### config.mk
export PLATFORM = sky130hd
export DESIGN_NAME = ahb_wishbone_bridge
export DESIGN_NICKNAME = d
export VERILOG_FILES = /design/src/rtl/ahb_wb_pkg.sv /design/src/rtl/ahb_wb_timeout.sv /design/src/rtl/ahb_wishbone_bridge.sv
export SDC_FILE = /design/constraint.sdc
export NUM_CORES = 1
export LEC_CHECK = 0
export CORE_MARGIN = 3
export CORE_UTILIZATION = 40
export CTS_BUF_LIST = sky130_fd_sc_hd__clkbuf_8
export DETAILED_ROUTE_END_ITERATION = 8
export GPL_ROUTABILITY_DRIVEN = 1
export HOLD_SLACK_MARGIN = 0.15
export PLACE_DENSITY = 0.87
export SLEW_MARGIN = 5
export SYNTH_ARGS = -nofsm -noshare
export SYNTH_HDL_FRONTEND = slang
export SYNTH_SLANG_ARGS = --single-unit
### constraint.sdc
create_clock -name clk_core -period 3.8 [get_ports clk_core]
set_clock_uncertainty 0.1 [all_clocks]
set_input_delay 0.57 -clock clk_core [delete_from_list [all_inputs] [get_ports clk_core]]
set_output_delay 0.57 -clock clk_core [all_outputs]
set_load 0.005 [all_outputs]
### src/rtl/ahb_wb_pkg.sv
// ---------------------------------------------------------------------------
// ahb_wb_pkg
// Shared definitions for the AHB-Lite to Wishbone bridge:
//   - ahb_wb_state_t : bridge FSM states
//   - HTRANS_* / HSIZE_* encodings of the AHB-Lite transfer type and size
//   - ahb_wb_sel()   : byte-lane enables for a given size and address
//   - ahb_wb_legal() : alignment / size legality of an access
// ---------------------------------------------------------------------------
package ahb_wb_pkg;

    typedef enum logic [2:0] {
        ST_IDLE,
        ST_ACTIVE,
        ST_RESP,
        ST_ERR1,
        ST_ERR2
    } ahb_wb_state_t;

    localparam logic [1:0] HTRANS_IDLE   = 2'b00;
    localparam logic [1:0] HTRANS_BUSY   = 2'b01;
    localparam logic [1:0] HTRANS_NONSEQ = 2'b10;
    localparam logic [1:0] HTRANS_SEQ    = 2'b11;

    localparam logic [2:0] HSIZE_BYTE = 3'd0;
    localparam logic [2:0] HSIZE_HALF = 3'd1;
    localparam logic [2:0] HSIZE_WORD = 3'd2;

    // Byte-lane enables. Only called for legal sizes; anything else maps to
    // a full word so the lanes never end up all-zero.
    function automatic logic [3:0] ahb_wb_sel(input logic [2:0] size,
                                              input logic [1:0] addr_lo);
        logic [3:0] sel;
        case (size)
            HSIZE_BYTE: sel = 4'b0001 << addr_lo;
            HSIZE_HALF: sel = 4'b0011 << {addr_lo[1], 1'b0};
            default:    sel = 4'b1111;
        endcase
        return sel;
    endfunction

    // Sizes above a word and misaligned halves/words are rejected.
    function automatic logic ahb_wb_legal(input logic [2:0] size,
                                          input logic [1:0] addr_lo);
        logic ok;
        case (size)
            HSIZE_BYTE: ok = 1'b1;
            HSIZE_HALF: ok = (addr_lo[0] == 1'b0);
            HSIZE_WORD: ok = (addr_lo == 2'b00);
            default:    ok = 1'b0;
        endcase
        return ok;
    endfunction

endpackage

### src/rtl/ahb_wb_timeout.sv
// ---------------------------------------------------------------------------
// ahb_wb_timeout
// Counts cycles spent waiting for a Wishbone acknowledge and flags expiry.
// Only instantiated when AHB_WB_TIMEOUT_EN is defined.
// Ports:
//   clk_core, rst_core : clock, asynchronous active-high reset
//   start              : bridge is entering ACTIVE next cycle (clears count)
//   active             : bridge is in ACTIVE this cycle (count advances)
//   expired            : this is the TIMEOUT_CYCLES-th ACTIVE cycle
// ---------------------------------------------------------------------------
module ahb_wb_timeout #(
    parameter int TIMEOUT_CYCLES = 255
) (
    input  logic clk_core,
    input  logic rst_core,
    input  logic start,
    input  logic active,
    output logic expired
);

    localparam int CNT_W = $clog2(TIMEOUT_CYCLES + 1);
    // The count is 0 in the first ACTIVE cycle, so the last allowed cycle
    // carries TIMEOUT_CYCLES-1; the increment out of it would reach the limit.
    localparam logic [CNT_W-1:0] CNT_LAST = CNT_W'(TIMEOUT_CYCLES - 1);

    logic [CNT_W-1:0] count_reg;

    always_ff @(posedge clk_core or posedge rst_core) begin
        if (rst_core) begin
            count_reg <= '0;
        end else if (start) begin
            count_reg <= '0;
        end else if (active) begin
            count_reg <= count_reg + CNT_W'(1);
        end
    end

    assign expired = active && (count_reg == CNT_LAST);

endmodule

### src/rtl/ahb_wishbone_bridge.sv
// ---------------------------------------------------------------------------
// ahb_wishbone_bridge
// AHB-Lite responder that turns each accepted transfer into one classic
// Wishbone cycle. One transfer outstanding; wait states via hready; illegal
// sizes/alignments answered with a two-cycle ERROR response.
// Optional feature macro: AHB_WB_TIMEOUT_EN -- abort an ACTIVE cycle with an
// ERROR after TIMEOUT_CYCLES cycles without wb_ack.
// Ports:
//   clk_core, rst_core           : clock, asynchronous active-high reset
//   haddr/hwrite/htrans/hsize    : AHB address phase
//   hwdata                       : AHB write data (data phase)
//   hexcl                        : unused
//   hrdata/hready/hresp/hexokay  : AHB response
//   wb_cyc/wb_stb/wb_we/wb_addr/
//   wb_sel/wb_data_out           : Wishbone request
//   wb_data_in/wb_ack            : Wishbone response
// ---------------------------------------------------------------------------
module ahb_wishbone_bridge
    import ahb_wb_pkg::*;
#(
    parameter int TIMEOUT_CYCLES = 255
) (
    input  logic        clk_core,
    input  logic        rst_core,
    input  logic [31:0] haddr,
    input  logic        hwrite,
    input  logic [1:0]  htrans,
    input  logic [2:0]  hsize,
    input  logic [31:0] hwdata,
    input  logic        hexcl,
    output logic [31:0] hrdata,
    output logic        hready,
    output logic        hresp,
    output logic        hexokay,
    output logic        wb_cyc,
    output logic        wb_stb,
    output logic        wb_we,
    output logic [31:0] wb_addr,
    output logic [3:0]  wb_sel,
    output logic [31:0] wb_data_out,
    input  logic [31:0] wb_data_in,
    input  logic        wb_ack
);

    ahb_wb_state_t state_reg;
    logic          hready_reg;
    logic          hresp_reg;
    logic          cyc_reg;
    logic          we_reg;
    logic [31:0]   addr_reg;
    logic [3:0]    sel_reg;
    logic [31:0]   hrdata_reg;

    logic htrans_start;
    logic accept;
    logic legal;
    logic start_active;
    logic timeout_hit;
    logic unused_hexcl;

    assign unused_hexcl = hexcl;

    // hready_reg is only high in IDLE, RESP and ERR2, which are exactly the
    // states that may take a new address phase.
    assign htrans_start = (htrans == HTRANS_NONSEQ) || (htrans == HTRANS_SEQ);
    assign accept       = hready_reg && htrans_start;
    assign legal        = ahb_wb_legal(hsize, haddr[1:0]);
    assign start_active = accept && legal;

`ifdef AHB_WB_TIMEOUT_EN
    ahb_wb_timeout #(
        .TIMEOUT_CYCLES (TIMEOUT_CYCLES)
    ) u_timeout (
        .clk_core (clk_core),
        .rst_core (rst_core),
        .start    (start_active),
        .active   (state_reg == ST_ACTIVE),
        .expired  (timeout_hit)
    );
`else
    assign timeout_hit = 1'b0;
`endif

    always_ff @(posedge clk_core or posedge rst_core) begin
        if (rst_core) begin
            state_reg  <= ST_IDLE;
            hready_reg <= 1'b1;
            hresp_reg  <= 1'b0;
            cyc_reg    <= 1'b0;
            we_reg     <= 1'b0;
            addr_reg   <= 32'h0;
            sel_reg    <= 4'h0;
            hrdata_reg <= 32'h0;
        end else begin
            case (state_reg)
                ST_ACTIVE: begin
                    // An ack in the expiry cycle takes priority over timeout.
                    if (wb_ack) begin
                        hrdata_reg <= wb_data_in;
                        state_reg  <= ST_RESP;
                        cyc_reg    <= 1'b0;
                        hready_reg <= 1'b1;
                        hresp_reg  <= 1'b0;
                    end else if (timeout_hit) begin
                        state_reg  <= ST_ERR1;
                        cyc_reg    <= 1'b0;
                        hready_reg <= 1'b0;
                        hresp_reg  <= 1'b1;
                    end
                end
                ST_ERR1: begin
                    state_reg  <= ST_ERR2;
                    hready_reg <= 1'b1;
                    hresp_reg  <= 1'b1;
                end
                default: begin
                    // IDLE, RESP and ERR2 all behave as "ready for a new
                    // address phase"; any stray encoding recovers here too.
                    if (accept) begin
                        we_reg   <= hwrite;
                        addr_reg <= haddr;
                        sel_reg  <= ahb_wb_sel(hsize, haddr[1:0]);
                        if (legal) begin
                            state_reg  <= ST_ACTIVE;
                            cyc_reg    <= 1'b1;
                            hready_reg <= 1'b0;
                            hresp_reg  <= 1'b0;
                        end else begin
                            state_reg  <= ST_ERR1;
                            cyc_reg    <= 1'b0;
                            hready_reg <= 1'b0;
                            hresp_reg  <= 1'b1;
                        end
                    end else begin
                        state_reg  <= ST_IDLE;
                        cyc_reg    <= 1'b0;
                        hready_reg <= 1'b1;
                        hresp_reg  <= 1'b0;
                    end
                end
            endcase
        end
    end

    assign hready      = hready_reg;
    assign hresp       = hresp_reg;
    assign hrdata      = hrdata_reg;
    assign hexokay     = 1'b0;
    assign wb_cyc      = cyc_reg;
    assign wb_stb      = cyc_reg;
    assign wb_we       = we_reg;
    assign wb_addr     = addr_reg;
    assign wb_sel      = sel_reg;
    // AHB keeps hwdata stable through the wait states, so no copy is needed.
    assign wb_data_out = hwdata;

endmodule

-- Word-level counts from Yosys, hierarchy flattened
Cells that the tools add are included.
Widths: inputs -> output; s select.
- input bits: 106
- flip-flop bits (word level): 75
- output and inout bits: 106
- word-level logic and storage cells: 44
- equality and inequality tests: 7
- shift-type cells: 2
- reductions and logical operators: 8
- bitwise logic cells: 3
- mux-type cells: 16
- operator list (cell ; count):
    $pmux 4 s2 ; 1
    $mux 1 ; 7
    $eq 3x1->1 const B ; 2
    $eq 3x2->1 const B ; 2
    $mux 3 ; 2
    $pmux 1 s2 ; 3
    $pmux 3 s2 ; 1
    $reduce_and 2->1 ; 3
    $eq 2x2->1 const B ; 2
    $shl 1x2->4 const A ; 1
    $shl 2x2->4 const A ; 1
    $logic_not 3->1 ; 1
    $not 1->1 ; 3
    $pmux 1 s3 ; 1
    $logic_not 2->1 ; 1
    $mux 2 ; 1
    $ne 2x2->1 const B ; 1
    $reduce_or 2->1 ; 1
    $logic_and 1x1->1 ; 1
    $logic_or 1x1->1 ; 1

-- Depth between registers and ports, before layout
Gate-level depths: netlist of run 1.
- word-level depth: 5
- mapped depth: 6
- mapped depth without buffers: 4

-- Worst setup path before layout of run 1
No wires, ideal clock.
- path type: input to register
- start point: input port wb_ack
- end point: register hrdata_reg[20], in the netlist hrdata[20]
- setup slack: 2208 ps
- stages on the path: 4
- path buffers: 1
- setup time: 125 ps
- data required time: 3575 ps
- arrival time: 1367 ps
- cells stage by stage: nand2b_1 -> nor2_2 -> buf_4 -> mux2_2
- longest elaborated chain between the ends: 1
- ends and longest elaborated chain (item ; RTL line ; source):
    start, declared ; ahb_wishbone_bridge.sv:42 ; input logic wb_ack
    $reduce_and 2->1 (no source line) ; n/a ;
    end signal, assigned ; ahb_wishbone_bridge.sv:99 ; hrdata_reg <= wb_data_in;
    end, declared ; ahb_wishbone_bridge.sv:52 ; logic [31:0] hrdata_reg;
No other way between the ends.
A chain may end at the register's enable or synchronous reset.

-- Final worst setup path of run 1
- start point: input port wb_ack
- end point: register hrdata_reg[14], in the netlist hrdata[14]
The elaborated chain is that of the path after synthesis.

==> results.ini, run 1 <==
[synthesis]
async_flop_share_pct = 100
syn_avg_cell_area_um2 = 15.0
synthTopCellsByCount = 74 x dfrtp_1, 38 x buf_4, 36 x mux2_2, 27 x mux2_4, 9 x nor2_1
synthesis.nets = 325
synth-edff-count = 0
ys_seq_elements = 75
ys_warn_count = 0
yosys.area.top_type_share_pct = 56.3
yosys.cell_types.count = 29
synth_area_leaders = dfrtp_1 56%, mux2_2 12%, mux2_4 12%
synthCells = 219
seq_area_frac_synth_pct = 57.1
synth_largest_area_cell = dfrtp_1
yosysMostFrequentCell = dfrtp_1
syn_area_um2 = 3290
ys.flop_type = dfrtp_1

[setup_path]
crit_fanout = 32
worstSetupStartpointType = input port
critPathRequiredTime_ns = 3.91
worstReg2RegStart = state_reg[1]
startpoint = wb_ack
crit_type = input port to flip-flop
arrival_ns = 2.41
cp-end-kind = flip-flop
reg2reg_slack_ns = 1.76

[die]
start_util_pct = 41.9
core_um2 = 7850
die_area_um2 = 9350
fp.dieW_um = 96.7
rows = 32
chipHeight_um = 96.7
io_pins = 212

[sta]
hold_violations = 0
slew_violations = 0
finalSetupTns_ns = 0
relSlewSlack_pct = 37.7
rsz0062_at_grt = no
min_period_ns = 2.30
period_share_pct = 60.5
worst_slew_pin_slew_ns = 0.932
fmax_mhz = 435
timing.final.setup_violations = 0

[power_and_ir_drop]
pwr-share-seq_pct = 38.3
power.switching_mw = 0.990
sw_frac_of_total_pct = 26.8
ir_drop_v = 0.000487
intPower_mw = 2.70
power.leakage_nw = 1.98
combPwrFrac_pct = 45.8
power.density_nw_per_um2 = 783
p_clk_share_pct = 16.0

[placement]
dp.final_hpwl_mm = 5.40
portBuffers = 144
place_area_um2 = 4530
gpl.final_weighted_congestion = 0.774

[finish]
fillers = 622
post-route-util_pct = 60.1
syn_to_final_growth_pct = 43.5
fin_nets = 439
drive_gt1_share_pct = 25.5
insertedDiodeCount = 0
stdcell_area_um2 = 4720

[cts]
cts_inserted_buffers = 9
clk_latency_ns = 0.33
tritoncts = built
h-tree-depth = 3
cts_resized = 0
clk_pin_slew_worst_paths_ns = 0.08
post_cts_buffers = 0
clock-root-buffer = clkbuf_8
clk_path_buf_depth = 2
cts-hold-fix-buffers = 0
clock_sinks = 75

[route]
first_pass_iters = 4
ant_nets = 0
drt_drc_violations_left = 0
drt-wirelength-per-cell_um = 16.5
drtIter0Drc = 52
viasPerCell = 4.73
wirelength_mm = 7.24
num_vias = 2077

[status]
outcome = completed

[global_routing]
antenna_found_initial = 0
first_global_vias = 2286
grtUsageTotal_pct = 15.7
grt_pass1_wl_mm = 11.8
grt_max_degree = 47
grt-ovfl-total = 0

[run]
maxCapViolCount = 0

[min_path]
hold_path_class = flip-flop to flip-flop
worstHoldStart = hrdata[25]

power by group through the flow:
stage	combinational [mW]	sequential [mW]	clock [mW]
final	1.69	1.41	0.590
after detailed placement	1.72	1.43	0
after global placement	1.68	1.40	0
after global routing	1.79	1.47	0.646
after CTS	1.73	1.42	0.608
after floorplan	0.795	1.44	0
layer usage:
| layer | wire length [um] | global-route usage [%] | vias up |
|---|---|---|---|
| met1 | 2920 | 17.9 | 1015 |
| met2 | 3690 | 27.5 | 100 |
| met3 | 491 | 5.19 | 18 |
| met5 | 0 | 0 | - |
| li1 | - | - | 944 |
| met4 | 135 | 5.72 | 0 |
cell type report:
type                    instances  area [um^2]  share of cell area [%]
flip-flops and latches         75         1880                    39.8
inverters                       2         7.51                   0.159
clock buffers                  10          138                    2.92
well taps                     102          128                    2.70
multi-input cells             100         1050                    22.3
repair buffers                145         1460                    31.0
clock inverters                 5         53.8                    1.14
cell families after synthesis:
logic type / after synthesis / synth area share, %
flip-flops: 75 / 57.1
multiplexers: 65 / 25.3
other: 1 / 0.114
AO/OA/AOI/OAI: 16 / 3.31
AND/OR/NAND/NOR: 18 / 3.12
buffers and inverters: 44 / 11.0
placed cells by master, fill, tap and decap left out, drive strengths merged:
| cell type | instances |
|---|---|
| clkbuf | 10 |
| a21oi | 1 |
| nand3b | 1 |
| nor4 | 1 |
| clkdlybuf4s50 | 144 |
| a211oi | 1 |
| o21bai | 2 |
| nor3 | 1 |
| mux2 | 65 |
| a32o | 1 |
| buf | 1 |
| nor2b | 1 |
| o21ai | 6 |
| inv | 2 |
| clkinv | 4 |
| a21o | 1 |
| conb | 1 |
| bufinv | 1 |
| a31oi | 4 |
| nor2 | 10 |
| dfstp | 1 |
| and2 | 1 |
| and3 | 1 |
| dfrtp | 74 |
| nand2b | 2 |
worst paths after layout:
check                      cells after the start    endpoint
max reg2reg                                    3  hrdata[14]
min in group asynchronous                      2  hrdata[15]
min reg2reg                                    1  hrdata[25]
max                                            4  hrdata[14]
max in group asynchronous                      3      hready
min                                            1  hrdata[25]
through the flow:
stage	total power [mW]	setup WS, ns	hold slack (ns)	std cells
finish	3.69	1.50	0.392	439
global route	3.91	1.38	0.414	439
CTS	3.75	1.48	0.400	439
detailed placement	3.15	1.12	0.382	424
global placement	3.08	1.15	0.370	424
floorplan	2.24	1.22	0.383	219
worst max-delay path: stages:
cell             delay [ns]
clkdlybuf4s50_1        0.50
nand2b_1               0.16
nor2_4                 0.74
mux2_2                 0.42
Power figures use the tool's default switching activity.
==> run 2, diff against run 1 <==
--- a/config.mk
+++ b/config.mk
@@ -6,12 +6,12 @@
 export NUM_CORES = 1
 export LEC_CHECK = 0
 export CORE_MARGIN = 3
-export CORE_UTILIZATION = 40
+export CORE_UTILIZATION = 37
 export CTS_BUF_LIST = sky130_fd_sc_hd__clkbuf_8
 export DETAILED_ROUTE_END_ITERATION = 8
 export GPL_ROUTABILITY_DRIVEN = 1
 export HOLD_SLACK_MARGIN = 0.15
-export PLACE_DENSITY = 0.87
+export PLACE_DENSITY = 0.82
 export SLEW_MARGIN = 5
 export SYNTH_ARGS = -nofsm -noshare
 export SYNTH_HDL_FRONTEND = slang
==> constraint.sdc (replaced) <==
create_clock -name clk_core -period 2.4 [get_ports clk_core]
set_clock_uncertainty 0.1 [all_clocks]
set_input_delay 0.36 -clock clk_core [delete_from_list [all_inputs] [get_ports clk_core]]
set_output_delay 0.36 -clock clk_core [all_outputs]
set_load 0.005 [all_outputs]
==> run 2 against run 1 <==
  * Via count is 1.8% higher
  * Non-clock buffer count increased by 4
  * Clock power is 61% higher
  * Hold slack got worse by 0.11 ns
  * Largest cell class unchanged
  * Register-to-register slack worse by 1.1 ns
  * Core utilization decreased by 3.5 points
  * Sequential share of layout area down 0.42 points
  * Critical path depth is 3 lower
==> results.ini, run 2 (same netlist as run 1, synthesis figures left out) <==
[status]
outcome = completed

[setup_path]
worstSetupStartpointType = flip-flop
endpoint = hready
rr_endpoint = hrdata[19]
path_cells = clkdlybuf4s50_1
startpoint = hready
slowest_delay_ns = 0.55
crit_type = flip-flop to output port
worstReg2RegStart = state_reg[1]
critPathRequiredTime_ns = 1.94
path_delay_family = flip-flops
cp-end-kind = output port
reg2reg_slack_ns = 0.71
worst-r2r-cell-count = 4
crit_buf_inv = 1
crit_slowest_cell = dfstp_2
crit_fanout = 3
critical_path_depth = 1
arrival_ns = 1.39

[route]
num_vias = 2114
viasPerCell = 4.73
drt_drc_violations_left = 0
first_pass_iters = 4
drt-wirelength-per-cell_um = 16.4
wirelength_mm = 7.33
drtIter0Drc = 25
ant_nets = 0

[placement]
dp.final_hpwl_mm = 5.52
portBuffers = 144
gpl.final_weighted_congestion = 0.726

[sta]
fmax_mhz = 541
relSlewSlack_pct = 63.7
worst_slew_pin_slew_ns = 0.545
slew_violations = 0
hold_violations = 0
rsz0062_at_grt = no
finalSetupTns_ns = 0
period_share_pct = 77.0
min_period_ns = 1.85
holdWs_ns = 0.281
timing.final.setup_violations = 0

[power_and_ir_drop]
power.density_nw_per_um2 = 1240
ir_drop_v = 0.000534
power.leakage_nw = 2.01

[cts]
h-tree-depth = 3
clk_pin_slew_worst_paths_ns = 0.08
cts_resized = 0
clock_sinks = 75
tritoncts = built
clk_path_buf_depth = 2
cts-hold-fix-buffers = 0
post_cts_buffers = 0
clock-root-buffer = clkbuf_8
clk_latency_ns = 0.33
cts_inserted_buffers = 9

[die]
chipHeight_um = 100
io_pins = 212
fp.dieW_um = 100
start_util_pct = 39.1
rows = 33
die_area_um2 = 10100
core_um2 = 8420

[global_routing]
grt-ovfl-total = 0
first_global_vias = 2332
grt_pass1_wl_mm = 11.5
grt_max_degree = 47
grtUsageTotal_pct = 14.4
antenna_found_initial = 0

[finish]
drive_gt1_share_pct = 26.3
syn_to_final_growth_pct = 45.0
insertedDiodeCount = 0
fin_nets = 443
final_common_cell = clkdlybuf4s50_1
post-route-util_pct = 56.6
final_cell_mix = 144 x clkdlybuf4s50_1, 74 x dfrtp_1, 36 x mux2_2

[min_path]
hold_path_class = input port to async pin

[run]
maxCapViolCount = 0

run 2: cell count changes in the layout (fill, tap and decap cells not counted), sizes merged:
cell      previous run  this run
buf                  1         5
clkinvlp             0         1
run 2: per-layer routing:
layer | wire (um) | track usage (%) | up-vias
met2 | 3700 | 25.3 | 101
met3 | 651 | 3.82 | 25
met5 | 0 | 0 | -
li1 | - | - | 953
met1 | 2820 | 16.3 | 1035
met4 | 165 | 6.22 | 0
run 2: per-stage QoR:
stage	worst slack, ns	instances	instance area [um^2]	total power, mW
2_1_floorplan	0.0317	219	3290	3.54
3_5_place_dp	0.347	431	4580	5.02
3_3_place_gp	0.361	431	4580	4.93
4_1_cts	0.515	447	4770	6.00
5_1_grt	0.506	447	4770	6.27
6_report	0.551	447	4770	5.91
run 2: report_power, final:
group	switching, mW	total, mW	internal [mW]
registers	0.336	2.24	1.90
logic	0.801	2.72	1.92
clock network	0.451	0.951	0.500
total	1.59	5.91	4.32
run 2: final cells by class:
cell class,count,area (um^2)
Multi-Input combinational cell,100,1050
Sequential cell,75,1880
Clock inverter,6,56.3
Fill cell,716,3650
Timing Repair Buffer,149,1500
Tap cell,105,131
Clock buffer,10,138
Inverter,2,8.76
run 2: how the worst min path moves through the flow:
stage / from / to / slack, ns / cells after the start
floorplan: hrdata[24] / hrdata[24] / 0.38 / 1
finish: rst_core / hrdata[9] / 0.28 / 2
detailed placement: wb_addr[21] / wb_addr[21] / 0.39 / 1
CTS: rst_core / hrdata[8] / 0.29 / 2
global route: rst_core / hrdata[8] / 0.33 / 2
global placement: hrdata[25] / hrdata[25] / 0.37 / 1
